===== config.mk =====
export PLATFORM = sky130hd
export DESIGN_NAME = multicycle_sequencer
export DESIGN_NICKNAME = d
export VERILOG_FILES = /design/src/rtl/multicycle_sequencer.sv
export SDC_FILE = /design/constraint.sdc
export NUM_CORES = 1
export LEC_CHECK = 0
export CORE_MARGIN = 2
export CORE_UTILIZATION = 39
export CTS_BUF_LIST = sky130_fd_sc_hd__clkbuf_8
export DETAILED_ROUTE_END_ITERATION = 7
export PLACE_DENSITY = 0.77
export SETUP_SLACK_MARGIN = 0.1
export SLEW_MARGIN = 20
export SYNTH_ARGS = -nofsm -noshare
export SYNTH_HDL_FRONTEND = slang
export SYNTH_SLANG_ARGS = --single-unit

===== constraint.sdc =====
create_clock -name clk_i -period 6.5 [get_ports clk_i]
set_clock_uncertainty 0.2 [all_clocks]
set_input_delay 0.65 -clock clk_i [delete_from_list [all_inputs] [get_ports clk_i]]
set_output_delay 0.65 -clock clk_i [all_outputs]
set_load 0.03 [all_outputs]

===== src/rtl/multicycle_sequencer.sv =====
// Control FSM for the multi-cycle RV32 subset core: sequences IF/ID/EX/MEM/WB,
// gates decoder strobes, and guards variable-latency IROM/DRAM handshakes with a watchdog.
module multicycle_sequencer #(
    parameter int MEM_TIMEOUT = 15,
    parameter int CNT_W       = 32
) (
    input  logic             clk_i,
    input  logic             rst_i,
    input  logic             run_i,
    input  logic             irom_ready_i,
    input  logic             dram_ready_i,
    input  logic             regwen_i,
    input  logic             memrw_i,
    input  logic [1:0]       wbsel_i,
    output logic             irom_req_o,
    output logic             ir_we_o,
    output logic             dram_req_o,
    output logic             dram_we_o,
    output logic             reg_we_o,
    output logic             pc_we_o,
    output logic             instret_o,
    output logic [CNT_W-1:0] instret_cnt_o,
    output logic [2:0]       state_o,
    output logic             err_o
);

    localparam logic [2:0] S_IF   = 3'd0;
    localparam logic [2:0] S_ID   = 3'd1;
    localparam logic [2:0] S_EX   = 3'd2;
    localparam logic [2:0] S_MEM  = 3'd3;
    localparam logic [2:0] S_WB   = 3'd4;
    localparam logic [2:0] S_HALT = 3'd5;

    localparam logic [1:0] WB_LOAD = 2'b01;

    localparam bit WD_EN = (MEM_TIMEOUT > 0);
    localparam int WAIT_W = WD_EN ? $clog2(MEM_TIMEOUT + 1) : 1;
    localparam logic [WAIT_W-1:0] WAIT_LIMIT = WAIT_W'(MEM_TIMEOUT);

    logic [2:0]        state;
    logic [2:0]        state_nxt;
    logic [WAIT_W-1:0] wait_cnt;
    logic [WAIT_W-1:0] wait_nxt;
    logic [WAIT_W-1:0] wait_inc;
    logic              wd_hit;
    logic              err_set;

    // Saturating so a disabled watchdog never wraps back into a small count.
    assign wait_inc = (wait_cnt == '1) ? wait_cnt : wait_cnt + 1'b1;
    // Threshold cycle: the counter already holds MEM_TIMEOUT not-ready cycles.
    assign wd_hit   = WD_EN && (wait_cnt == WAIT_LIMIT);

    // State register, wait counter, retire counter and sticky error.
    always_ff @(posedge clk_i) begin
        if (rst_i) begin
            state         <= S_IF;
            wait_cnt      <= '0;
            instret_cnt_o <= '0;
            err_o         <= 1'b0;
        end else begin
            state    <= state_nxt;
            wait_cnt <= wait_nxt;
            if (err_set)
                err_o <= 1'b1;
            if (instret_o)
                instret_cnt_o <= instret_cnt_o + 1'b1;
        end
    end

    // Next-state logic; the wait counter is cleared whenever a handshake is not pending.
    always_comb begin
        state_nxt = state;
        wait_nxt  = '0;
        err_set   = 1'b0;
        case (state)
            S_IF: begin
                if (run_i) begin
                    if (irom_ready_i) begin
                        state_nxt = S_ID;
                    end else if (wd_hit) begin
                        state_nxt = S_HALT;
                        err_set   = 1'b1;
                    end else begin
                        wait_nxt = wait_inc;
                    end
                end
            end
            S_ID:  state_nxt = S_EX;
            S_EX:  state_nxt = (memrw_i || wbsel_i == WB_LOAD) ? S_MEM : S_WB;
            S_MEM: begin
                if (dram_ready_i) begin
                    state_nxt = memrw_i ? S_IF : S_WB;
                end else if (wd_hit) begin
                    state_nxt = S_HALT;
                    err_set   = 1'b1;
                end else begin
                    wait_nxt = wait_inc;
                end
            end
            S_WB:   state_nxt = S_IF;
            S_HALT: state_nxt = S_HALT;
            default: state_nxt = S_IF;
        endcase
    end

    // Strobes are combinational and forced low during the reset cycle.
    always_comb begin
        irom_req_o = 1'b0;
        ir_we_o    = 1'b0;
        dram_req_o = 1'b0;
        dram_we_o  = 1'b0;
        reg_we_o   = 1'b0;
        pc_we_o    = 1'b0;
        instret_o  = 1'b0;
        if (!rst_i) begin
            case (state)
                S_IF: begin
                    irom_req_o = run_i;
                    ir_we_o    = run_i && irom_ready_i;
                end
                S_MEM: begin
                    dram_req_o = 1'b1;
                    dram_we_o  = memrw_i;
                    if (dram_ready_i && memrw_i) begin
                        pc_we_o   = 1'b1;
                        instret_o = 1'b1;
                    end
                end
                S_WB: begin
                    reg_we_o  = regwen_i;
                    pc_we_o   = 1'b1;
                    instret_o = 1'b1;
                end
                default: ;
            endcase
        end
    end

    assign state_o = state;

endmodule


==> results.py <==
metrics = {
    "clocking": {
        "cts_hold_buf": 0,
        "cts_tree": "done",
        "cts.clk_slew.worst_paths_ns": 0.07,
        "post_cts_resized": 0,
        "cts_root_buf": "clkbuf_8",
        "cts_buffer_depth": 2,
        "postCtsSetupRepairBufs": 0,
        "worstSkewPairLatency_ns": 0.30,
        "htreeDepth": 2,
        "cts_sinks": 40,
        "numCtsBuffers": 5,
    },
    "yosys": {
        "synth_edf_count": 0,
        "ys.flop_type": "dfxtp_1",
        "syn_nets": 281,
        "seq_area_frac_synth_pct": 35.60,
        "synth_cell_types": 40,
        "ys_seq_elements": 40,
        "synthCells": 270,
        "synth.avg_cell_area_sq_um": 8.332,
        "yosysWarnings": 0,
        "netlist_area_sq_um": 2250,
        "synthArstFlopShare_pct": 0,
    },
    "critical_path": {
        "r2r-start": "state_o[1]$_SDFFE_PP0P_",
        "cp_slowest_stage_delay_ns": 0.69,
        "path_class": "input port to output port",
        "crit_path_top_delay_cell": "clkdlybuf4s50_1",
        "rr_endpoint": "instret_cnt_o[31]$_SDFFE_PP0P_",
        "r2r_slack_ns": 4.06,
        "reg2reg_depth": 5,
        "cp.arrival_ns": 2.78,
        "worst_setup_path_end_kind": "output port",
        "path_cells": "clkdlybuf4s50_1 > nand2_1 > o32a_1 > buf_4 > nor2_1 > clkdlybuf4s50_1",
        "cp_data_required_time_ns": 5.65,
        "cp_max_fo": 55,
        "crit_top_cell": "clkdlybuf4s50_1",
        "worstSetupStartpointType": "input port",
    },
    "detailed_routing": {
        "wl_um": 5344,
        "drtPass1Iterations": 5,
        "ant_nets": 0,
        "drc": 0,
        "vias": 2188,
        "wl_per_cell_um": 13.99,
        "post_drt_via_cell_ratio": 5.728,
        "drtIter0Drc": 131,
    },
    "timing": {
        "clock.fmax_mhz": 275.8,
        "setup_viol": 0,
        "report.final.slew_viol_count": 0,
        "hold_viol_final": 0,
        "rsz0062_at_grt": "no",
        "max_slew.worst_pin.slew_ns": 0.4838,
        "finalCritPeriodShare_pct": 55.78,
        "slew_headroom_pct": 67.75,
        "tns_ns": 0,
        "period_needed_ns": 3.626,
    },
    "layout": {
        "fillers": 559,
        "instances_no_fill": 382,
        "layout-drive-gt1-share_pct": 5.484,
        "num_antenna_cells": 0,
        "nets": 320,
        "area_delta_synth_final_pct": 25.81,
    },
    "pwr": {
        "powerDensity_nw_per_um2": 167.8,
        "finalPower_w": 0.0004749,
        "power_leakage_nw": 0.8964,
        "ir_drop_uv": 145.9,
    },
    "floorplanning": {
        "start_util_pct": 40.61,
        "die_x_um": 79.95,
        "rows": 27,
        "ios": 52,
        "fp.dieArea_sq_um": 6392,
        "die_height_um": 79.95,
        "coreArea_sq_um": 5540,
    },
    "min_path": {
        "min_delay_path_depth": 2,
        "min_from": "err_o$_SDFFE_PP0P_",
        "hold_end": "err_o$_SDFFE_PP0P_",
        "hold_class": "flip-flop to flip-flop",
    },
    "status": {
        "outcome": "complete, no violations",
    },
    "placement": {
        "hpwl_um": 3674,
        "gp_congestion": 0.8177,
        "dpl.cell_count": 374,
        "port-buffer-count": 51,
    },
    "global_routing": {
        "grt_antenna_before_repair": 0,
        "grt_pass1_wl_um": 9045,
        "grt_pass1_vias": 2015,
        "grt_max_degree": 56,
        "grt.overflow.total": 0,
        "grt_util_all_layers_pct": 17.41,
    },
    "job": {
        "drv_cap": 0,
    },
}
area by class of cell:
type / instances / area, sq um / area share (%)
inverter: 6 / 22.52 / 0.7958
clock inverter: 3 / 38.79 / 1.370
timing repair buffer: 53 / 525.5 / 18.57
clock buffer: 5 / 68.82 / 2.431
multi-input combinational: 203 / 1284 / 45.36
tap: 72 / 90.09 / 3.183
sequential: 40 / 800.8 / 28.29
worst max-delay path by stage:
stage,end,slack (ns),cells after the start,from
after detailed placement,instret_o,2.90,6,memrw_i
final,instret_o,2.87,6,memrw_i
after global placement,pc_we_o,2.92,6,dram_ready_i
after floorplan,pc_we_o,3.46,7,memrw_i
after global routing,instret_o,2.80,6,dram_ready_i
after CTS,instret_o,2.89,6,memrw_i
worst max-delay path, delay by kind of cell:
family	cells	cell delay (ns)
buffers and inverters	3	1.51
AO/OA/AOI/OAI	1	0.33
AND/OR/NAND/NOR	2	0.25
where the power goes:
group          total (W)  internal [W]  switching, W
sequential      0.000249      0.000246    0.00000260
clock           0.000200      0.000112     0.0000880
combinational  0.0000259     0.0000115     0.0000143
total           0.000475      0.000370      0.000105
logic make-up after synthesis:
family                   synth area share (%)
AND/OR/NAND/NOR                         34.82
flip-flops                              35.60
adder cells (fa/ha/maj)                 1.112
AO/OA/AOI/OAI                           15.91
XOR/XNOR                               0.7788
buffers and inverters                   7.341
multiplexers                            4.449
layout by cell type, fill, tap and decap left out, types with 2 or more instances in the layout:
master           count
clkdlybuf4s50_1     51
dfxtp_1             40
a21oi_1             29
or4_1               20
o31ai_1             19
nor2_1              17
nand2_1             15
nand4_1             12
nor4_1               9
o21ai_0              9
nor2b_1              9
and2_1               8
nand3_1              8
inv_1                7
nand2b_1             5
and3_1               5
clkbuf_8             5
or3_1                4
and4_1               4
mux2_1               4
mux2_2               4
nor3_1               3
nor3b_1              3
nand4b_1             2
ha_1                 2
buf_4                2
cell usage after synthesis, types with 7 or more instances:
master / n / share of area, %
nand3_1: 8 / 1.8
nand4_1: 12 / 3.3
o31ai_1: 19 / 6.3
nor2_1: 17 / 2.8
o21ai_0: 9 / 2.0
dfxtp_1: 40 / 36
nand2_1: 15 / 2.5
or4_1: 20 / 6.7
and2_1: 8 / 2.2
nor2b_1: 9 / 2.5
a21oi_1: 29 / 6.5
buf_2: 7 / 1.6
nor4_1: 9 / 2.5
sequential cells by signal, indices dropped and copies added, names as in the netlist:
| signal | cells |
|---|---|
| err_o | 1 |
| wait_cnt | 4 |
| instret_cnt_o | 32 |
| state_o | 3 |
per-layer routing:
layer	up-vias	track usage, %	routed length [um]
li1	1097	-	-
met1	1034	22.52	2469
met2	51	28.42	2561
met3	6	3.620	260
met4	0	6.441	53
met5	-	0	0
stage by stage:
stage	setup WS [ns]	utilization, %	instance area (sq um)	hold WS [ns]
after floorplan	3.464	-	2250	0.2548
after global placement	2.924	49.14	2723	0.2624
after detailed placement	2.898	49.14	2723	0.2737
after CTS	2.887	51.08	2830	0.2898
after global routing	2.800	51.08	2830	0.3268
final	2.874	51.08	2830	0.2817
No activity file was read; power rests on OpenSTA's default activity.
